[config.mk]
export PLATFORM = sky130hd
export DESIGN_NAME = quadrature_input_flat
export DESIGN_NICKNAME = d
export VERILOG_FILES = /design/src/rtl/quadrature_input_if.sv /design/src/rtl/quadrature_input.sv /design/src/flat_wrapper.sv
export SDC_FILE = /design/constraint.sdc
export NUM_CORES = 1
export LEC_CHECK = 0
export CAP_MARGIN = 10
export CORE_UTILIZATION = 40
export DETAILED_ROUTE_END_ITERATION = 16
export GPL_TIMING_DRIVEN = 0
export PLACE_DENSITY = 0.72
export SKIP_CTS_REPAIR_TIMING = 1
export SYNTH_ARGS = -nofsm -noshare
export SYNTH_HDL_FRONTEND = slang
export SYNTH_SLANG_ARGS = --single-unit
[constraint.sdc]
create_clock -name clk -period 3.3 [get_ports clk]
set_input_delay 0.66 -clock clk [delete_from_list [all_inputs] [get_ports clk]]
set_output_delay 0.66 -clock clk [all_outputs]
set_load 0.005 [all_outputs]
[src/rtl/quadrature_input_if.sv]
// rtl/quadrature_input_if.sv - encoder, button and position bundle for quadrature_input
interface quadrature_input_if #(
    parameter int NUM_CH    = 2,
    parameter int POS_WIDTH = 8
);
    logic [NUM_CH-1:0]           in_a;
    logic [NUM_CH-1:0]           in_b;
    logic [NUM_CH-1:0]           switch;
    logic [NUM_CH-1:0]           up;
    logic [NUM_CH-1:0]           down;
    logic [NUM_CH-1:0]           button;
    logic [NUM_CH-1:0]           press;
    logic [NUM_CH-1:0]           err;
    logic [NUM_CH*POS_WIDTH-1:0] pos;

    modport master (
        output in_a, in_b, switch,
        input  up, down, button, press, pos, err
    );

    modport slave (
        input  in_a, in_b, switch,
        output up, down, button, press, pos, err
    );
endinterface

[src/rtl/quadrature_input.sv]
// rtl/quadrature_input.sv - multi-channel quadrature decoder with debounce, step pulses and position (optional QUAD_ERR_DETECT_EN)
module quadrature_input #(
    parameter int NUM_CH          = 2,
    parameter int DEBOUNCE_CYCLES = 0,
    parameter int PULSES_PER_STEP = 1,
    parameter int POS_WIDTH       = 8,
    parameter int POS_MAX         = 200,
    parameter int POS_INIT        = 100
) (
    input logic               clk,
    input logic               reset,
    quadrature_input_if.slave bus
);
    localparam int ARM_CYCLES = 2 + DEBOUNCE_CYCLES;
    localparam int ARM_W      = $clog2(ARM_CYCLES + 1);
    localparam int DB_W       = (DEBOUNCE_CYCLES > 1) ? $clog2(DEBOUNCE_CYCLES) : 1;
    localparam int SUB_W      = 4;
    localparam logic signed [SUB_W-1:0] STEP_P = SUB_W'(PULSES_PER_STEP);
    localparam logic signed [SUB_W-1:0] STEP_N = -STEP_P;

    logic [ARM_W-1:0]            arm_q;
    logic                        armed;
    logic [NUM_CH-1:0]           up_v, down_v, press_v, button_v, err_v;
    logic [NUM_CH*POS_WIDTH-1:0] pos_v;

    // Arm counter: hold off decoding until the input pipeline has refilled after reset
    always_ff @(posedge clk) begin
        if (reset)       arm_q <= '0;
        else if (!armed) arm_q <= arm_q + 1'b1;
    end
    assign armed = (arm_q == ARM_W'(ARM_CYCLES));

    for (genvar i = 0; i < NUM_CH; i++) begin : g_ch
        logic [2:0]                    raw, sync1_q, sync2_q, deb;
        logic [1:0]                    prev_q, cur_idx, prev_idx, diff;
        logic                          sw_prev_q;
        logic signed [SUB_W-1:0]       sub_q, sub_d, acc;
        logic                          up_q, up_d, down_q, down_d, press_q, press_d;
        logic [POS_WIDTH-1:0]          pos_q, pos_d;

        // bit 0 = A, bit 1 = B, bit 2 = push-button
        assign raw = {bus.switch[i], bus.in_b[i], bus.in_a[i]};

        // Two-flop synchroniser for the asynchronous raw inputs
        always_ff @(posedge clk) begin
            if (reset) begin
                sync1_q <= '0;
                sync2_q <= '0;
            end else begin
                sync1_q <= raw;
                sync2_q <= sync1_q;
            end
        end

        if (DEBOUNCE_CYCLES == 0) begin : g_nodb
            assign deb = sync2_q;
        end else begin : g_db
            for (genvar j = 0; j < 3; j++) begin : g_bit
                logic            stable_q, stable_d;
                logic [DB_W-1:0] cnt_q, cnt_d;

                // Accept a new level only after it has disagreed for DEBOUNCE_CYCLES cycles in a row
                always_comb begin
                    stable_d = stable_q;
                    cnt_d    = '0;
                    if (sync2_q[j] != stable_q) begin
                        if (cnt_q == DB_W'(DEBOUNCE_CYCLES - 1)) stable_d = sync2_q[j];
                        else                                     cnt_d    = cnt_q + 1'b1;
                    end
                end

                // Debouncer state register
                always_ff @(posedge clk) begin
                    if (reset) begin
                        stable_q <= 1'b0;
                        cnt_q    <= '0;
                    end else begin
                        stable_q <= stable_d;
                        cnt_q    <= cnt_d;
                    end
                end

                assign deb[j] = stable_q;
            end
        end

        // Gray position index: 00->0, 10->1, 11->2, 01->3 for {a,b}; +1 mod 4 is A-leading
        assign cur_idx  = {deb[1], deb[0] ^ deb[1]};
        assign prev_idx = {prev_q[1], prev_q[0] ^ prev_q[1]};
        assign diff     = cur_idx - prev_idx;

        // Step accumulation, pulse generation and saturating position update
        always_comb begin
            sub_d   = sub_q;
            acc     = sub_q;
            up_d    = 1'b0;
            down_d  = 1'b0;
            press_d = 1'b0;
            pos_d   = pos_q;
            if (armed) begin
                press_d = deb[2] & ~sw_prev_q;
                if (diff == 2'd1) begin
                    acc = (sub_q[SUB_W-1] ? '0 : sub_q) + SUB_W'(1);
                    if (acc == STEP_P) begin
                        up_d  = 1'b1;
                        sub_d = '0;
                    end else begin
                        sub_d = acc;
                    end
                end else if (diff == 2'd3) begin
                    acc = ((!sub_q[SUB_W-1] && sub_q != '0) ? '0 : sub_q) - SUB_W'(1);
                    if (acc == STEP_N) begin
                        down_d = 1'b1;
                        sub_d  = '0;
                    end else begin
                        sub_d = acc;
                    end
                end
                if (up_d && pos_q < POS_WIDTH'(POS_MAX)) pos_d = pos_q + 1'b1;
                if (down_d && pos_q != '0)               pos_d = pos_q - 1'b1;
            end
        end

        // Channel state and registered outputs; previous-state always tracks the debounced inputs
        always_ff @(posedge clk) begin
            if (reset) begin
                prev_q    <= '0;
                sw_prev_q <= 1'b0;
                sub_q     <= '0;
                up_q      <= 1'b0;
                down_q    <= 1'b0;
                press_q   <= 1'b0;
                pos_q     <= POS_WIDTH'(POS_INIT);
            end else begin
                prev_q    <= deb[1:0];
                sw_prev_q <= deb[2];
                sub_q     <= sub_d;
                up_q      <= up_d;
                down_q    <= down_d;
                press_q   <= press_d;
                pos_q     <= pos_d;
            end
        end

`ifdef QUAD_ERR_DETECT_EN
        logic err_q;
        // Sticky flag for a jump where both phases changed at once
        always_ff @(posedge clk) begin
            if (reset)                       err_q <= 1'b0;
            else if (armed && diff == 2'd2)  err_q <= 1'b1;
        end
        assign err_v[i] = err_q;
`else
        assign err_v[i] = 1'b0;
`endif

        assign up_v[i]                          = up_q;
        assign down_v[i]                        = down_q;
        assign press_v[i]                       = press_q;
        assign button_v[i]                      = deb[2];
        assign pos_v[i*POS_WIDTH +: POS_WIDTH]  = pos_q;
    end

    assign bus.up     = up_v;
    assign bus.down   = down_v;
    assign bus.press  = press_v;
    assign bus.button = button_v;
    assign bus.pos    = pos_v;
    assign bus.err    = err_v;
endmodule
[src/flat_wrapper.sv]
// flat-port wrapper written by rule: the top's interface ports become plain ports
module quadrature_input_flat 
#(
    parameter int NUM_CH          = 2,
    parameter int DEBOUNCE_CYCLES = 0,
    parameter int PULSES_PER_STEP = 1,
    parameter int POS_WIDTH       = 8,
    parameter int POS_MAX         = 200,
    parameter int POS_INIT        = 100
)
  (clk, reset, bus_in_a, bus_in_b, bus_switch, bus_up, bus_down, bus_button, bus_press, bus_pos, bus_err);
  quadrature_input_if #(.NUM_CH(NUM_CH), .POS_WIDTH(POS_WIDTH)) bus_i ();
  input logic clk;
  input logic reset;
  input wire logic [$bits(bus_i.in_a)-1:0] bus_in_a;
  input wire logic [$bits(bus_i.in_b)-1:0] bus_in_b;
  input wire logic [$bits(bus_i.switch)-1:0] bus_switch;
  output wire logic [$bits(bus_i.up)-1:0] bus_up;
  output wire logic [$bits(bus_i.down)-1:0] bus_down;
  output wire logic [$bits(bus_i.button)-1:0] bus_button;
  output wire logic [$bits(bus_i.press)-1:0] bus_press;
  output wire logic [$bits(bus_i.pos)-1:0] bus_pos;
  output wire logic [$bits(bus_i.err)-1:0] bus_err;
  assign bus_i.in_a = bus_in_a;
  assign bus_i.in_b = bus_in_b;
  assign bus_i.switch = bus_switch;
  assign bus_up = bus_i.up;
  assign bus_down = bus_i.down;
  assign bus_button = bus_i.button;
  assign bus_press = bus_i.press;
  assign bus_pos = bus_i.pos;
  assign bus_err = bus_i.err;
  quadrature_input #(.NUM_CH(NUM_CH), .DEBOUNCE_CYCLES(DEBOUNCE_CYCLES), .PULSES_PER_STEP(PULSES_PER_STEP), .POS_WIDTH(POS_WIDTH), .POS_MAX(POS_MAX), .POS_INIT(POS_INIT)) u_core (.clk(clk), .reset(reset), .bus(bus_i));
endmodule
* Word level (Yosys, flattened, before mapping)
Cells that the tools add are included.
W data, S select, Z words.
** Word-level totals
- Output and inout bits :: 26
- Input port bits :: 8
- Flip-flop bits (word level) :: 50
** Operators by class
- Mux-type cells :: 30
- Reductions and logical operators :: 21
- Add/sub/neg operators :: 11
- Bitwise gates (word level) :: 9
- Eq/ne operators :: 9
- Order comparisons :: 2
** Operators by type and width (count)
- $mux W4 :: 10
- $mux W8 :: 4
- $add A8 B1 Y8 const B :: 2
- $lt A8 B8 Y1 const B :: 2
- $reduce_bool A8 Y1 :: 2
- $sub A8 B1 Y8 const B :: 2
- $mux W1 :: 14
- $add A4 B1 Y4 const B :: 2
- $eq A4 B1 Y1 const B :: 2
- $eq A4 B2 Y1 const B :: 2
- $reduce_and A2 Y1 :: 4
- $reduce_bool A2 Y1 :: 4
- $reduce_bool A4 Y1 :: 2
- $sub A4 B1 Y4 const B :: 2
- $eq A2 B2 Y1 const B :: 3
- $logic_and A1 B1 Y1 :: 6
- $mux W3 :: 2
- $eq A2 B1 Y1 const B :: 2
- $sub A2 B2 Y2 :: 2
- $xor A1 B1 Y1 :: 4
- $not A1 Y1 :: 3
- $add A2 B1 Y2 const B :: 1
- $and A1 B1 Y1 :: 2
- $logic_not A1 Y1 :: 2
- $reduce_or A2 Y1 :: 1

* Logic depth before layout (Yosys ltp)
- Depth in word-level cells :: 12
- Depth in mapped cells :: 15

* Least setup slack after synthesis
Ideal clock, no wire load.
- Path kind :: reg-to-reg
- From :: register u_core.g_ch[1].sub_q[3]
- To :: register u_core.g_ch[1].pos_q[7]
- Cell stages (with the launch flop) :: 15
- Data arrival time :: 3337 ps
- Setup time :: 121 ps
- Setup slack :: -158 ps
- Buffers on the path :: 1
- Cells stage by stage :: dfxtp_1 buf_2 nand2_1 ha_1 and4b_1 a31oi_1 a21o_1 nor3_1 ha_1 a21o_1 nand4_1 nand4_1 a31oi_1 mux2i_1 mux2_2
** Between the ends
- Word-level cells in the longest chain between the ends :: 12
- Elaborated cells between the ends (all ways) :: 21
- Classes of those cells :: add/sub (2); eq/ne (2); mux (10); reduce/logical (7)
** Ends and longest elaborated chain
- start, declared :: RTL line quadrature_input.sv:37 : logic signed [SUB_W-1:0] sub_q, sub_d, acc;
- start signal, assigned :: RTL line quadrature_input.sv:137 : sub_q <= sub_d;
- $reduce_bool A4 Y1 or $logic_not A1 Y1 (tied branches) :: RTL line quadrature_input.sv:111 : acc = ((!sub_q[SUB_W-1] && sub_q != '0) ? '0 : sub_q) - SUB_W'(1);
- $logic_and A1 B1 Y1 :: RTL line quadrature_input.sv:111
- $mux W4 :: RTL line quadrature_input.sv:111
- $sub A4 B1 Y4 :: RTL line quadrature_input.sv:111
- $eq A4 B1 Y1 :: RTL line quadrature_input.sv:112 : if (acc == STEP_N) begin
- $mux W1 :: RTL line quadrature_input.sv:112
- $mux W1 :: RTL line quadrature_input.sv:110 : end else if (diff == 2'd3) begin
- $mux W1 :: RTL line quadrature_input.sv:102 : if (diff == 2'd1) begin
- $mux W1 :: RTL line quadrature_input.sv:100 : if (armed) begin
- $logic_and A1 B1 Y1 :: RTL line quadrature_input.sv:120 : if (down_d && pos_q != '0) pos_d = pos_q - 1'b1;
- $reduce_bool A2 Y1 (no line)
- $reduce_and A2 Y1 (no line)
- end signal, assigned :: RTL line quadrature_input.sv:133 : pos_q <= POS_WIDTH'(POS_INIT);
- end signal, assigned :: RTL line quadrature_input.sv:141 : pos_q <= pos_d;
- end, declared :: RTL line quadrature_input.sv:39 : logic [POS_WIDTH-1:0] pos_q, pos_d;
Several ways; a longest one is shown, not always the timed one. The select of a mux whose other input is x is not followed.
A chain may end at the register's enable or synchronous reset.

* Worst setup path in the final report
- From :: register u_core.g_ch[1].sub_q[1]
- To :: register u_core.g_ch[1].pos_q[7]
** Between the ends
- Word-level cells in the longest chain between the ends :: 12
- Elaborated cells between the ends (all ways) :: 20
- Classes of those cells :: add/sub (2); eq/ne (2); mux (10); reduce/logical (6)
** Ends and longest elaborated chain (RTL line)
- $reduce_bool A4 Y1 :: quadrature_input.sv:111
- $logic_and A1 B1 Y1 :: quadrature_input.sv:111
- $mux W4 :: quadrature_input.sv:111
- $sub A4 B1 Y4 :: quadrature_input.sv:111
- $eq A4 B1 Y1 :: quadrature_input.sv:112
- $mux W1 :: quadrature_input.sv:112
- $mux W1 :: quadrature_input.sv:110
- $mux W1 :: quadrature_input.sv:102
- $mux W1 :: quadrature_input.sv:100
- $logic_and A1 B1 Y1 :: quadrature_input.sv:120
- $reduce_bool A2 Y1 (no line)
- $reduce_and A2 Y1 (no line)
Several ways; a longest one is shown, not always the timed one. The select of a mux whose other input is x is not followed.

==> key figures <==
Outcome
  • Outcome: complete, no violations

Route
  • Avg Vias per Cell: 5.17
  • Routed length per placed instance: 13.4 microns
  • First-pass iteration count of the detailed router: 4
  • Drt initial violations: 132
  • Via count: 2441
  • Post-route DRC: 0
  • Total wire length after detailed routing: 6330 microns
  • Post-route ant nets: 0

Logic synthesis
  • Flip-flop cell with the highest count after synthesis: sky130_fd_sc_hd__dfxtp_1
  • Synthesized area: 2960 sq um
  • Share of flip-flops with an asynchronous set or reset after synthesis: 0
  • Number of warnings reported in the yosys synthesis log: 0
  • Proportion of synthesized chip area in sequential cells: 0.338
  • Cell types with the largest area share after synthesis: sky130_fd_sc_hd__dfxtp_1 34%, sky130_fd_sc_hd__ha_1 9.7%, sky130_fd_sc_hd__nor2b_1 5.3%
  • Share of Yosys cell area claimed by the top area cell type: 0.338
  • Syn Inst Count: 330
  • Count leader, synth: sky130_fd_sc_hd__dfxtp_1
  • Number of enable-type register cells in the synthesized netlist: 0
  • Cell type with the highest aggregate area in the netlist: sky130_fd_sc_hd__dfxtp_1
  • Number of synthesized register bits: 50
  • Distinct cell type count of the synthesized netlist: 63
  • Cell types with the highest counts after synthesis: 50 x sky130_fd_sc_hd__dfxtp_1, 28 x sky130_fd_sc_hd__nor2_1, 27 x sky130_fd_sc_hd__nand2_1
  • Synthesized area divided by synthesized cell count: 8.97 sq um

Worst setup path
  • Startpoint type of the worst setup path: register
  • Maximum fanout along the worst path: 7
  • Required arrival time at the worst endpoint: 3500 ps
  • Crit path DAT: 3380 ps
  • Critical Path End Type: register
  • Critical path class: register to register

Floorplan
  • I/O pins: 34
  • Vert. Die Dim: 88.0 microns
  • Num rows: 30
  • Core Region: 6980 sq um
  • Die Footprint: 7750 sq um
  • Initial standard-cell utilization of the core: 0.424
  • DIE WIDTH: 88.0 microns

Clock network
  • Latest clock arrival within the worst-skew pair: 310 ps
  • Buffer depth of the longest clock path: 2
  • H-tree levels: 2
  • Clock transition time at the flip-flop clock pins of the worst setup and hold paths: 100 ps
  • Clock tree root driver cell: sky130_fd_sc_hd__clkbuf_8
  • Sinks on the clock net: 50
  • CTS tree: yes
  • Total clock buffers created by CTS: 5

Hold path
  • Class of the tightest hold or removal check: register to register

Power and ir drop
  • Leakage Power: 1.52 nW
  • Maximum ir drop on the vdd rail: 191 uV
  • Areal power density over the cells: 426 nW/um^2

GRT
  • Global-route wire length before repair: 9920 microns
  • Pin count of the biggest net entering global routing: 17
  • GRT met1 Usage: 0.207
  • Met2 track demand over resource in global routing: 0.283
  • Met3 layer usage reported by global route: 0.0283
  • Top Usage Layer GRT: met2
  • GR Overflow Total: 0
  • Total global-route track usage: 0.164
  • Initial antenna violation count: 0
  • Number of global-route vias before repair: 2221

Finish
  • Share of post-route cells with drive strength above 1: 0.141
  • Diode insertion count for antenna repair: 0
  • Post-route design area: 3670 sq um
  • Count of filler cells inserted in the layout: 691
  • Relative area change from synthesis to final layout: 24.0%
  • Core occupancy in the finished layout: 0.525
  • Final-stage net count: 408

STA
  • Slew margin rel.: 0.609
  • Final Setup Violations: 0
  • Number of hold violations in the final report: 0
  • Final worst path period share: 0.962
  • Max-slew violations: 0
  • Min cycle time layout: 3170 ps
  • Worst clock skew: 6.19 ps
  • Worst-Margin Slew: 587 ps
  • Achievable frequency: 315 MHz

Place
  • Number of input and output port buffers inserted: 30
  • Final HPWL DP: 4410 microns
  • Gp weighted congestion: 0.813
  • Cell Area, Placed: 3390 sq um

Run
  • Max-cap violation count: 0
## cell usage in the layout (no fill, tap or decap), drive strengths merged, types with 5 or more instances in the layout
master and instances:
clkdlybuf4s50 30, ha 23, xnor2 12, nor2b 26, o211ai 5, nand2 27
nor2 28, buf 20, xor2 8, o311ai 5, a21oi 17, o21ai 9
a21o 6, dfxtp 50, nor3 8, clkbuf 11, inv 14, mux2i 8
## metal layers
metal | part of all wire | up-vias
met5 | 0 | -
met2 | 0.48 | 40
li1 | - | 1245
met4 | 0.011 | 0
met1 | 0.48 | 1149
met3 | 0.032 | 7
## worst max-delay path, stage by stage (launching register included)
cell and delay [ps]:
sky130_fd_sc_hd__dfxtp_1 450, sky130_fd_sc_hd__nand2_2 130, sky130_fd_sc_hd__ha_4 200, sky130_fd_sc_hd__and4b_1 260, sky130_fd_sc_hd__a31oi_2 60, sky130_fd_sc_hd__a21o_1 230, sky130_fd_sc_hd__nor3_4 250, sky130_fd_sc_hd__ha_1 280
sky130_fd_sc_hd__a21o_1 190, sky130_fd_sc_hd__nand4_1 90, sky130_fd_sc_hd__nand4_1 130, sky130_fd_sc_hd__a31oi_2 190, sky130_fd_sc_hd__mux2i_1 250, sky130_fd_sc_hd__mux2_2 350
## power by group
group / internal [W] / leakage (nW) / switching (W) / total, W
clock: 0.000226 / 0.0504 / 0.000216 / 0.000442
combinational: 0.000205 / 1.06 / 0.000227 / 0.000432
sequential: 0.000649 / 0.408 / 0.0000407 / 0.000690
## cell families (layout without fill, tap and decap cells)
family | after synthesis | count (layout) | synth area share
flops | 50 | 50 | 0.338
other cells | 1 | 2 | 0.00127
simple gates | 119 | 119 | 0.211
compound gates | 70 | 70 | 0.170
xor+xnor | 22 | 22 | 0.0748
buf+inv | 33 | 78 | 0.0592
fa+ha+maj | 25 | 25 | 0.111
mux | 10 | 10 | 0.0347
## sequential cells by signal, summed over array words and instances (netlist names)
name / cells
u_core.g_ch.down_q: 2
u_core.g_ch.sw_prev_q: 2
u_core.g_ch.prev_q: 4
u_core.arm_q: 2
u_core.g_ch.up_q: 2
u_core.g_ch.pos_q: 16
u_core.g_ch.press_q: 2
u_core.g_ch.sync1_q: 6
u_core.g_ch.deb: 6
u_core.g_ch.sub_q: 8
## worst paths after layout
kind / end / from / slack (ps) / cells past startpoint
max: u_core.g_ch[1].pos_q[7] / u_core.g_ch[1].sub_q[1] / 130 / 13
min: u_core.g_ch[1].press_q / u_core.g_ch[1].sw_prev_q / 390 / 1
max reg2reg: u_core.g_ch[1].pos_q[7] / u_core.g_ch[1].sub_q[1] / 130 / 13
min reg2reg: u_core.g_ch[1].press_q / u_core.g_ch[1].sw_prev_q / 390 / 1
## through the flow
| step | cells | hold WS, ps | setup TNS, ps | total power [W] | setup slack, ps |
|---|---|---|---|---|---|
| after global placement | 457 | 380 | -405 | 0.00109 | -295 |
| after CTS | 465 | 398 | -608 | 0.00155 | -412 |
| final | 472 | 392 | 0 | 0.00156 | 127 |
| after floorplan | 331 | 372 | 0 | 0.000989 | 60.0 |
| after detailed placement | 457 | 384 | -520 | 0.00111 | -356 |
| after global routing | 472 | 412 | -67.3 | 0.00165 | -35.9 |
## layout make-up
type | instances | area, sq um | area share
multi-input cells | 248 | 1880 | 0.513
flip-flops and latches | 50 | 1000 | 0.274
repair buffers | 37 | 365 | 0.0996
plain buffers | 19 | 131 | 0.0358
well taps | 96 | 120 | 0.0327
clock buffers | 5 | 68.8 | 0.0188
inverters | 14 | 52.6 | 0.0143
clock inverters | 3 | 45.0 | 0.0123
No activity file was read; power rests on OpenSTA's default activity.
